===== src/rtl/core_pkg.sv =====
// Core-wide widths and the reorder-buffer entry record shared by the
// reservation stations and debug tooling.
package core_pkg;

    localparam int REG_SIZE     = 64;
    localparam int GPR_COUNT    = 32;
    localparam int GPR_IDX_SIZE = $clog2(GPR_COUNT);

    typedef struct packed {
        logic                    valid;
        logic                    done;
        logic [GPR_IDX_SIZE-1:0] gpr_index;
        logic [REG_SIZE-1:0]     value;
    } rob_entry_t;

endpackage


===== src/rtl/reorder_buffer_if.sv =====
// Bundle of dispatch, writeback, operand-lookup and commit signals of the
// reorder buffer. The ROB itself is the slave; the surrounding core is the master.
interface reorder_buffer_if
    import core_pkg::*;
#(
    parameter int ROB_SIZE = 8
);
    localparam int TAG_W = $clog2(ROB_SIZE);

    logic                    i_flush;
    logic                    i_alloc_valid;
    logic [GPR_IDX_SIZE-1:0] i_alloc_gpr;
    logic                    o_alloc_ready;
    logic [TAG_W-1:0]        o_alloc_tag;
    logic                    i_wb_valid;
    logic [TAG_W-1:0]        i_wb_tag;
    logic [REG_SIZE-1:0]     i_wb_value;
    logic [TAG_W-1:0]        i_op1_tag;
    logic                    o_op1_ready;
    logic [REG_SIZE-1:0]     o_op1_value;
    logic [TAG_W-1:0]        i_op2_tag;
    logic                    o_op2_ready;
    logic [REG_SIZE-1:0]     o_op2_value;
    logic                    o_commit;
    logic [TAG_W-1:0]        o_commit_tag;
    logic [GPR_IDX_SIZE-1:0] o_commit_gpr;
    logic [REG_SIZE-1:0]     o_commit_value;
    logic [TAG_W:0]          o_count;

    modport slave (
        input  i_flush, i_alloc_valid, i_alloc_gpr,
        input  i_wb_valid, i_wb_tag, i_wb_value,
        input  i_op1_tag, i_op2_tag,
        output o_alloc_ready, o_alloc_tag,
        output o_op1_ready, o_op1_value, o_op2_ready, o_op2_value,
        output o_commit, o_commit_tag, o_commit_gpr, o_commit_value,
        output o_count
    );

    modport master (
        output i_flush, i_alloc_valid, i_alloc_gpr,
        output i_wb_valid, i_wb_tag, i_wb_value,
        output i_op1_tag, i_op2_tag,
        input  o_alloc_ready, o_alloc_tag,
        input  o_op1_ready, o_op1_value, o_op2_ready, o_op2_value,
        input  o_commit, o_commit_tag, o_commit_gpr, o_commit_value,
        input  o_count
    );

endinterface


===== src/rtl/rob_ptr.sv =====
// Wrap-bit pointer for the reorder buffer: low TAG_W bits index the entry
// array, the MSB toggles on every wrap so full and empty can be told apart.
module rob_ptr #(
    parameter int TAG_W = 3
) (
    input  logic           i_clk,
    input  logic           i_reset,
    input  logic           i_clear,
    input  logic           i_inc,
    output logic [TAG_W:0] o_ptr
);

    logic [TAG_W:0] r_ptr;

    // Clear wins over increment; the entry count is a power of two, so the
    // natural binary roll-over both wraps the index and toggles the wrap bit.
    always_ff @(posedge i_clk or posedge i_reset) begin
        if (i_reset) begin
            r_ptr <= '0;
        end else if (i_clear) begin
            r_ptr <= '0;
        end else if (i_inc) begin
            r_ptr <= r_ptr + {{TAG_W{1'b0}}, 1'b1};
        end
    end

    assign o_ptr = r_ptr;

endmodule


===== src/rtl/reorder_buffer.sv =====
// In-order retirement queue: dispatch allocates at the tail, functional units
// write results by tag, reservation stations look operands up by tag, and
// completed entries retire from the head one per cycle.
module reorder_buffer
    import core_pkg::*;
#(
    parameter int ROB_SIZE = 8
) (
    input  logic             i_clk,
    input  logic             i_reset,
    reorder_buffer_if.slave  rob_if
);

    localparam int TAG_W = $clog2(ROB_SIZE);

    logic [TAG_W:0]      w_head;
    logic [TAG_W:0]      w_tail;
    logic [TAG_W-1:0]    w_head_idx;
    logic [TAG_W-1:0]    w_tail_idx;
    logic                w_full;
    logic                w_alloc;
    logic                w_commit;
    logic                w_wb_hit;
    rob_entry_t          w_entries [ROB_SIZE];
    rob_entry_t          w_head_entry;

    logic                r_commit;
    logic [TAG_W-1:0]    r_commit_tag;
    logic [GPR_IDX_SIZE-1:0] r_commit_gpr;
    logic [REG_SIZE-1:0] r_commit_value;
    logic [TAG_W:0]      r_count;

    logic [REG_SIZE:0]   w_op1;
    logic [REG_SIZE:0]   w_op2;

    // Lookup result packed as {ready, value}; a same-cycle writeback to a live
    // entry is forwarded so the RS does not wait an extra cycle.
    function automatic logic [REG_SIZE:0] f_lookup(input rob_entry_t e,
                                                   input logic byp,
                                                   input logic [REG_SIZE-1:0] wb_value);
        if (byp) begin
            return {1'b1, wb_value};
        end else if (e.valid && e.done) begin
            return {1'b1, e.value};
        end
        return '0;
    endfunction

    assign w_head_idx   = w_head[TAG_W-1:0];
    assign w_tail_idx   = w_tail[TAG_W-1:0];
    assign w_full       = (w_head_idx == w_tail_idx) && (w_head[TAG_W] != w_tail[TAG_W]);
    assign w_head_entry = w_entries[w_head_idx];

    // Readiness depends only on registered state, so a same-cycle commit never
    // frees a slot for that cycle's allocation.
    assign w_alloc  = rob_if.i_alloc_valid && !w_full && !rob_if.i_flush;
    assign w_commit = w_head_entry.valid && w_head_entry.done && !rob_if.i_flush;
    assign w_wb_hit = rob_if.i_wb_valid && w_entries[rob_if.i_wb_tag].valid && !rob_if.i_flush;

    rob_ptr #(.TAG_W(TAG_W)) u_head_ptr (
        .i_clk   (i_clk),
        .i_reset (i_reset),
        .i_clear (rob_if.i_flush),
        .i_inc   (w_commit),
        .o_ptr   (w_head)
    );

    rob_ptr #(.TAG_W(TAG_W)) u_tail_ptr (
        .i_clk   (i_clk),
        .i_reset (i_reset),
        .i_clear (rob_if.i_flush),
        .i_inc   (w_alloc),
        .o_ptr   (w_tail)
    );

    generate
        for (genvar gi = 0; gi < ROB_SIZE; gi++) begin : g_entry
            rob_entry_t r_entry;

            // Per-entry state: allocation cannot collide with writeback or
            // commit on the same slot (that slot is free), so only the
            // writeback/commit pair needs to coexist.
            always_ff @(posedge i_clk or posedge i_reset) begin
                if (i_reset) begin
                    r_entry <= '0;
                end else if (rob_if.i_flush) begin
                    r_entry.valid <= 1'b0;
                    r_entry.done  <= 1'b0;
                end else if (w_alloc && (w_tail_idx == TAG_W'(gi))) begin
                    r_entry.valid     <= 1'b1;
                    r_entry.done      <= 1'b0;
                    r_entry.gpr_index <= rob_if.i_alloc_gpr;
                    r_entry.value     <= '0;
                end else begin
                    if (w_wb_hit && (rob_if.i_wb_tag == TAG_W'(gi))) begin
                        r_entry.done  <= 1'b1;
                        r_entry.value <= rob_if.i_wb_value;
                    end
                    if (w_commit && (w_head_idx == TAG_W'(gi))) begin
                        r_entry.valid <= 1'b0;
                    end
                end
            end

            assign w_entries[gi] = r_entry;
        end
    endgenerate

    // Commit strobe and retire data; the data holds between retirements.
    always_ff @(posedge i_clk or posedge i_reset) begin
        if (i_reset) begin
            r_commit       <= 1'b0;
            r_commit_tag   <= '0;
            r_commit_gpr   <= '0;
            r_commit_value <= '0;
        end else if (w_commit) begin
            r_commit       <= 1'b1;
            r_commit_tag   <= w_head_idx;
            r_commit_gpr   <= w_head_entry.gpr_index;
            r_commit_value <= w_head_entry.value;
        end else begin
            r_commit <= 1'b0;
        end
    end

    // Occupancy: allocation and retirement in the same cycle cancel out.
    always_ff @(posedge i_clk or posedge i_reset) begin
        if (i_reset) begin
            r_count <= '0;
        end else if (rob_if.i_flush) begin
            r_count <= '0;
        end else if (w_alloc && !w_commit) begin
            r_count <= r_count + {{TAG_W{1'b0}}, 1'b1};
        end else if (w_commit && !w_alloc) begin
            r_count <= r_count - {{TAG_W{1'b0}}, 1'b1};
        end
    end

    // Two independent operand ports for the reservation stations.
    always_comb begin
        w_op1 = f_lookup(w_entries[rob_if.i_op1_tag],
                         rob_if.i_wb_valid && (rob_if.i_wb_tag == rob_if.i_op1_tag)
                             && w_entries[rob_if.i_op1_tag].valid,
                         rob_if.i_wb_value);
        w_op2 = f_lookup(w_entries[rob_if.i_op2_tag],
                         rob_if.i_wb_valid && (rob_if.i_wb_tag == rob_if.i_op2_tag)
                             && w_entries[rob_if.i_op2_tag].valid,
                         rob_if.i_wb_value);
    end

    assign rob_if.o_alloc_ready  = !w_full;
    assign rob_if.o_alloc_tag    = w_tail_idx;
    assign rob_if.o_op1_ready    = w_op1[REG_SIZE];
    assign rob_if.o_op1_value    = w_op1[REG_SIZE-1:0];
    assign rob_if.o_op2_ready    = w_op2[REG_SIZE];
    assign rob_if.o_op2_value    = w_op2[REG_SIZE-1:0];
    assign rob_if.o_commit       = r_commit;
    assign rob_if.o_commit_tag   = r_commit_tag;
    assign rob_if.o_commit_gpr   = r_commit_gpr;
    assign rob_if.o_commit_value = r_commit_value;
    assign rob_if.o_count        = r_count;

endmodule


===== src/flat_wrapper.sv =====
// flat-port wrapper written by rule: the top's interface ports become plain ports
module reorder_buffer_flat import core_pkg::*;
#(
    parameter int ROB_SIZE = 8
)
  (i_clk, i_reset, rob_if_i_flush, rob_if_i_alloc_valid, rob_if_i_alloc_gpr, rob_if_i_wb_valid, rob_if_i_wb_tag, rob_if_i_wb_value, rob_if_i_op1_tag, rob_if_i_op2_tag, rob_if_o_alloc_ready, rob_if_o_alloc_tag, rob_if_o_op1_ready, rob_if_o_op1_value, rob_if_o_op2_ready, rob_if_o_op2_value, rob_if_o_commit, rob_if_o_commit_tag, rob_if_o_commit_gpr, rob_if_o_commit_value, rob_if_o_count);
  reorder_buffer_if #(.ROB_SIZE(ROB_SIZE)) rob_if_i ();
  input  logic i_clk;
  input  logic i_reset;
  input wire logic [$bits(rob_if_i.i_flush)-1:0] rob_if_i_flush;
  input wire logic [$bits(rob_if_i.i_alloc_valid)-1:0] rob_if_i_alloc_valid;
  input wire logic [$bits(rob_if_i.i_alloc_gpr)-1:0] rob_if_i_alloc_gpr;
  input wire logic [$bits(rob_if_i.i_wb_valid)-1:0] rob_if_i_wb_valid;
  input wire logic [$bits(rob_if_i.i_wb_tag)-1:0] rob_if_i_wb_tag;
  input wire logic [$bits(rob_if_i.i_wb_value)-1:0] rob_if_i_wb_value;
  input wire logic [$bits(rob_if_i.i_op1_tag)-1:0] rob_if_i_op1_tag;
  input wire logic [$bits(rob_if_i.i_op2_tag)-1:0] rob_if_i_op2_tag;
  output wire logic [$bits(rob_if_i.o_alloc_ready)-1:0] rob_if_o_alloc_ready;
  output wire logic [$bits(rob_if_i.o_alloc_tag)-1:0] rob_if_o_alloc_tag;
  output wire logic [$bits(rob_if_i.o_op1_ready)-1:0] rob_if_o_op1_ready;
  output wire logic [$bits(rob_if_i.o_op1_value)-1:0] rob_if_o_op1_value;
  output wire logic [$bits(rob_if_i.o_op2_ready)-1:0] rob_if_o_op2_ready;
  output wire logic [$bits(rob_if_i.o_op2_value)-1:0] rob_if_o_op2_value;
  output wire logic [$bits(rob_if_i.o_commit)-1:0] rob_if_o_commit;
  output wire logic [$bits(rob_if_i.o_commit_tag)-1:0] rob_if_o_commit_tag;
  output wire logic [$bits(rob_if_i.o_commit_gpr)-1:0] rob_if_o_commit_gpr;
  output wire logic [$bits(rob_if_i.o_commit_value)-1:0] rob_if_o_commit_value;
  output wire logic [$bits(rob_if_i.o_count)-1:0] rob_if_o_count;
  assign rob_if_i.i_flush = rob_if_i_flush;
  assign rob_if_i.i_alloc_valid = rob_if_i_alloc_valid;
  assign rob_if_i.i_alloc_gpr = rob_if_i_alloc_gpr;
  assign rob_if_i.i_wb_valid = rob_if_i_wb_valid;
  assign rob_if_i.i_wb_tag = rob_if_i_wb_tag;
  assign rob_if_i.i_wb_value = rob_if_i_wb_value;
  assign rob_if_i.i_op1_tag = rob_if_i_op1_tag;
  assign rob_if_i.i_op2_tag = rob_if_i_op2_tag;
  assign rob_if_o_alloc_ready = rob_if_i.o_alloc_ready;
  assign rob_if_o_alloc_tag = rob_if_i.o_alloc_tag;
  assign rob_if_o_op1_ready = rob_if_i.o_op1_ready;
  assign rob_if_o_op1_value = rob_if_i.o_op1_value;
  assign rob_if_o_op2_ready = rob_if_i.o_op2_ready;
  assign rob_if_o_op2_value = rob_if_i.o_op2_value;
  assign rob_if_o_commit = rob_if_i.o_commit;
  assign rob_if_o_commit_tag = rob_if_i.o_commit_tag;
  assign rob_if_o_commit_gpr = rob_if_i.o_commit_gpr;
  assign rob_if_o_commit_value = rob_if_i.o_commit_value;
  assign rob_if_o_count = rob_if_i.o_count;
  reorder_buffer #(.ROB_SIZE(ROB_SIZE)) u_core (.i_clk(i_clk), .i_reset(i_reset), .rob_if(rob_if_i));
endmodule

===== config.mk =====
export PLATFORM = sky130hd
export DESIGN_NAME = reorder_buffer_flat
export DESIGN_NICKNAME = d
export VERILOG_FILES = /design/src/rtl/core_pkg.sv /design/src/rtl/reorder_buffer_if.sv /design/src/rtl/rob_ptr.sv /design/src/rtl/reorder_buffer.sv /design/src/flat_wrapper.sv
export SDC_FILE = /design/constraint.sdc
export NUM_CORES = 2
export LEC_CHECK = 0
export CAP_MARGIN = 5
export CORE_AREA = 2 2 300 302
export CTS_BUF_LIST = sky130_fd_sc_hd__clkbuf_4 sky130_fd_sc_hd__clkbuf_8
export DETAILED_ROUTE_END_ITERATION = 10
export DIE_AREA = 0 0 302 304
export PLACE_DENSITY = 0.65
export SLEW_MARGIN = 10
export SYNTH_ARGS = -nofsm -noshare
export SYNTH_HDL_FRONTEND = slang
export SYNTH_SLANG_ARGS = --single-unit

===== constraint.sdc =====
create_clock -name i_clk -period 21.2 [get_ports i_clk]
set_input_delay 4.24 -clock i_clk [delete_from_list [all_inputs] [get_ports i_clk]]
set_output_delay 4.24 -clock i_clk [all_outputs]
set_load 0.01 [all_outputs]

# Word level (Yosys, flattened, before mapping)
# Index checks and enable logic that the tools add are counted.
# Widths: inputs -> output; s select.
[totals] ff_bits=653 inputBits=83
[classes] add_sub_neg=4 order_cmp=4 eq_ne=25 muxes=78 n_bitwise=5 reduce_logical=89
[op_table] cell="$mux 64" n=16
[op_table] cell="$bmux 71 s3" n=4
[op_table] cell="$mux 71" n=8
[op_table] cell="$mux 65" n=6
[op_table] cell="$reduce_bool 3->1" n=17
[op_table] cell="$logic_and 1x1->1" n=39
[op_table] cell="$eq 3x3->1 const B" n=12
[op_table] cell="$mux 2" n=16
[op_table] cell="$reduce_and 2->1" n=16
[op_table] cell="$mux 4" n=7
[op_table] cell="$mux 1" n=21
[op_table] cell="$reduce_bool 2->1" n=10
[op_table] cell="$eq 3x2->1 const B" n=6
[op_table] cell="$ge 4x4->1 const B" n=4
[op_table] cell="$not 3->4" n=4
[op_table] cell="$add 4x1->4 const B" n=3
[op_table] cell="$eq 3x1->1 const B" n=3
[op_table] cell="$eq 3x3->1" n=3
[op_table] cell="$logic_not 3->1" n=3
[op_table] cell="$logic_not 1->1" n=4
[op_table] cell="$sub 4x1->4 const B" n=1
[op_table] cell="$ne 1x1->1" n=1
[op_table] cell="$not 1->1" n=1

# Longest topological paths before layout
[logic_depth] depth_word=10 depth_mapped=11 ltp_nobuf=10

# Cells and area by module
# From an unflattened synthesis, not the netlist that was laid out.
[unflattened] hier_cells=3800 area_unflattened_um2=39135.0
[by_module_without_submodules] module="reorder_buffer" n_inst=1 cells_each=3766 area_per_inst_um2=38742.2 seq_area_each_um2=16140.5
[by_module_without_submodules] module="rob_ptr" n_inst=2 cells_each=17 area_per_inst_um2=196.4 seq_area_each_um2=100.1

# Least setup slack after synthesis
# Ideal clock, no wire load.
[synth_path] kind="input to output" from="input port rob_if_i_op2_tag[0]" to="output port rob_if_o_op2_value[12]" t_arrival_ns=5.868 setup_slack_ns=11.092 cell_stages=8 n_path_buf=3 cell_sequence="buf_2 buf_2 buf_2 mux4_2 mux2i_1 nor3_1 a21oi_1 nor2_1"
[synth_between] elab_chain_len=8 word_cells_on_any_way=13
[synth_rtl] item="start: declaration" line="flat_wrapper.sv:17" source="input wire logic [$bits(rob_if_i.i_op2_tag)-1:0] rob_if_i_op2_tag;"
[synth_rtl] item="$not 3->4 (not written as such)" line="reorder_buffer.sv:145, reorder_buffer.sv:147"
[synth_rtl] item="$bmux 71 s3" line="reorder_buffer.sv:145, reorder_buffer.sv:147"
[synth_rtl] item="$mux 71 (not written as such) (2 in a row)" line="reorder_buffer.sv:145, reorder_buffer.sv:147"
[synth_rtl] item="$logic_and 1x1->1" line="reorder_buffer.sv:43" source="end else if (e.valid && e.done) begin"
[synth_rtl] item="$mux 1" line="reorder_buffer.sv:43"
[synth_rtl] item="$mux 1" line="reorder_buffer.sv:41" source="if (byp) begin"
[synth_rtl] item="$mux 65 *" line="reorder_buffer.sv:46" source="return '0;"
[synth_rtl] item="end: declaration" line="flat_wrapper.sv:23" source="output wire logic [$bits(rob_if_i.o_op2_value)-1:0] rob_if_o_op2_value;"
# Mark *: on every way between the ends. The rest lies on a longest branch, timed or not. The select of a mux whose other input is x is not followed.

# Final worst setup path
[layout_path] from="input port rob_if_i_op2_tag[1]" to="output port rob_if_o_op2_value[33]"
# Same word-level chain as after synthesis.

==> results.py <==
metrics = {
    "routing": {
        "wire_per_inst_um": 26.7,
        "post_drt_via_cell_ratio": 6.30,
        "postRouteAntennaNets": 0,
        "initialDrtViolationCount": 3647,
        "drt_pass1_iterations": 5,
        "drc": 0,
        "num_vias": 33600,
        "wirelength_mm": 142,
    },
    "floorplanning": {
        "dieArea_sq_mm": 0.0918,
        "io_pins": 294,
        "die_x_um": 302,
        "core_area_sq_mm": 0.0890,
        "initial_utilization": 0.444,
        "num_rows": 110,
        "die_h_um": 304,
    },
    "global_routing": {
        "grt_util_all_layers": 0.310,
        "antenna_found_initial": 4,
        "gr-total-overflow": 0,
        "grt_pass1_vias": 34300,
        "grt_max_degree": 159,
        "grt_pass1_wl_mm": 215,
    },
    "synthesis": {
        "ys_seq_elements": 653,
        "synth_ff_type": "dfrtp_1",
        "syn-num-nets": 4068,
        "syn_area_sq_mm": 0.0395,
        "yosys-top-cells-count": "1178 x nand2_1, 653 x dfrtp_1, 586 x a21oi_1",
        "post-synth-top-count-cell": "nand2_1",
        "ys_warn_count": 0,
        "seq_area_frac_synth": 0.413,
        "synth_top_area_frac": 0.413,
        "yosys-top-cells-area": "dfrtp_1 41%, mux4_2 23%, nand2_1 11%",
        "synth_edf_count": 0,
        "syn_inst": 3970,
        "synth_top_cell_by_area": "dfrtp_1",
        "syn_avg_cell_area_sq_um": 9.96,
        "async_flop_share": 1.00,
        "synth_cell_types": 41,
    },
    "sta": {
        "slew_headroom": 0.173,
        "drv_slew": 0,
        "max_freq_ghz": 0.0791,
        "final_hold_viol_count": 0,
        "grt_setup_unrepaired": "false",
        "skew_ps": 36.4,
        "period_needed_ps": 12650,
        "setup_viol": 0,
        "worst_slew_pin_slew_ps": 1240,
        "setup_slack_ps": 8550,
        "period_share": 0.597,
        "totalNegativeSetupSlack_ps": 0,
    },
    "placed_design": {
        "hpwl_mm": 80.0,
        "pre_cts_slack_ps": 8580,
        "io_buffers": 293,
        "gp_congestion": 0.816,
    },
    "worst_setup_path": {
        "cp-endpoint": "rob_if_o_op2_value[33]",
        "r2r_cells": 11,
        "startpoint": "rob_if_i_op2_tag[1]",
        "cp-end-kind": "output port",
        "crit_fanout": 51,
        "r2r-start": "u_core.u_head_ptr.o_ptr[0]$_DFFE_PP0P_",
        "worstSetupPathType": "primary input to output port",
        "arrival_ps": 8410,
        "cp-start-kind": "primary input",
        "r2r-end": "u_core.rob_if.o_count[3]$_DFFE_PP0P_",
        "cp.required_ps": 16960,
        "reg2reg_slack_ps": 16550,
    },
    "clock_tree": {
        "clockBufferDepth": 3,
        "cts_setup_buffers": 0,
        "cts.sinks": 653,
        "tritoncts": "done",
        "clock_latency_ps": 750,
        "cts_root_buffer": "clkbuf_8",
        "cts_max_level": 3,
        "cts-hold-fix-buffers": 0,
        "cts_buffers": 113,
        "cts.clk_slew.worst_paths_ps": 60,
        "cts_resized": 0,
    },
    "power": {
        "internal_power_uw": 2210,
        "p_seq_frac": 0.454,
        "clkPwrFrac": 0.417,
        "p_comb_frac": 0.130,
        "swShare": 0.271,
        "switchingPower_uw": 822,
        "ir_worst_vdd_mv": 0.0448,
        "total_leakage_power_uw": 0.0176,
        "power.density_mw_per_mm2": 66.6,
    },
    "run_status": {
        "status": "complete, no violations",
    },
    "final_layout": {
        "syn2layout_area_growth_pct": 15.1,
        "fillers": 7963,
        "drive_above_1_share": 0.183,
        "final_nets": 4167,
        "final_util": 0.511,
    },
    "hold_path": {
        "hold-path-cell-count": 1,
        "min_path_type": "flip-flop to flip-flop",
    },
    "run": {
        "drv_cap": 0,
    },
}
==> cell usage in the layout, fill, tap and decap left out, types with 10 or more instances in the layout <==
cell type        instances
inv_1                   13
nor2b_1                 68
mux4_2                 402
clkbuf_8               154
ha_1                    14
mux2_2                  44
clkbuf_4                41
a31oi_1                 69
xnor2_1                 10
a211oi_1                67
nor2_1                 221
nor3_1                  68
clkdlybuf4s50_1        286
buf_4                   56
mux2i_1                130
a21oi_1                586
dfrtp_1                650
nand2_1               1178
==> logic make-up after synthesis <==
group | count (synthesis) | share of synthesized area
compound gates | 746 | 0.103
simple gates | 1582 | 0.159
xor+xnor | 15 | 0.00332
mux | 578 | 0.275
flops | 653 | 0.413
fa+ha+maj | 15 | 0.00494
buf+inv | 381 | 0.0416
==> registers in the layout, indices dropped and copies added (netlist names) <==
| name | flops |
|---|---|
| u_core.rob_if.o_commit | 1 |
| u_core.rob_if.o_count | 4 |
| u_core.rob_if.o_commit_tag | 3 |
| u_core.u_tail_ptr.o_ptr | 4 |
| u_core.u_head_ptr.o_ptr | 4 |
| u_core.g_entry.r_entry | 568 |
| u_core.rob_if.o_commit_value | 64 |
| u_core.rob_if.o_commit_gpr | 5 |
==> layout make-up <==
type / instances / area, sq um / share of cell area
Clock inverter: 14 / 90.1 / 0.00198
Antenna cell: 1 / 2.50 / 0.0000550
Multi-Input combinational cell: 2936 / 21700 / 0.477
Sequential cell: 653 / 16400 / 0.359
Timing Repair Buffer: 350 / 3410 / 0.0750
Clock buffer: 193 / 2400 / 0.0527
Tap cell: 1176 / 1470 / 0.0323
Inverter: 15 / 60.1 / 0.00132
==> metal layers <==
layer | share of wire | GRT usage
met5 | 0.00018 | 0
met4 | 0.038 | 0.130
met3 | 0.10 | 0.0765
met2 | 0.48 | 0.497
met1 | 0.38 | 0.402
==> power by group through the flow <==
| stage | clock network, uW | registers [uW] | logic (uW) |
|---|---|---|---|
| after floorplan | 0 | 1390 | 213 |
| after global placement | 0 | 1390 | 390 |
| after detailed placement | 0 | 1400 | 394 |
| after CTS | 1270 | 1370 | 395 |
| after global routing | 1330 | 1380 | 422 |
| final | 1260 | 1370 | 393 |
==> worst min-delay path by stage <==
stage / from / end
after CTS: u_core.g_entry[5].r_entry[64]$_DFFE_PP0P_ / u_core.g_entry[5].r_entry[64]$_DFFE_PP0P_
after detailed placement: u_core.g_entry[2].r_entry[67]$_DFFE_PP0P_ / u_core.g_entry[2].r_entry[67]$_DFFE_PP0P_
final: u_core.g_entry[3].r_entry[65]$_DFFE_PP0P_ / u_core.g_entry[3].r_entry[65]$_DFFE_PP0P_
after floorplan: u_core.g_entry[2].r_entry[64]$_DFFE_PP0P_ / u_core.g_entry[2].r_entry[64]$_DFFE_PP0P_
after global routing: u_core.g_entry[2].r_entry[67]$_DFFE_PP0P_ / u_core.g_entry[2].r_entry[67]$_DFFE_PP0P_
after global placement: u_core.g_entry[3].r_entry[64]$_DFFE_PP0P_ / u_core.g_entry[3].r_entry[64]$_DFFE_PP0P_
==> per-stage QoR <==
stage | area [sq um] | hold WS [ps] | total power [uW] | instances
6_report | 45500 | 502 | 3030 | 5338
5_1_grt | 45500 | 507 | 3140 | 5338
4_1_cts | 45500 | 503 | 3040 | 5337
3_5_place_dp | 43000 | 490 | 1790 | 5130
3_3_place_gp | 43000 | 484 | 1780 | 5130
2_1_floorplan | 39600 | 475 | 1610 | 3970
==> worst max-delay path: stages <==
cell and delay [ps]:
buf_6 510, buf_4 770, mux4_2 440, mux2i_4 550, buf_4 730, nor3_1 110, a21oi_1 330, nor2_1 80
clkdlybuf4s50_1 500
Power figures use the tool's default switching activity.
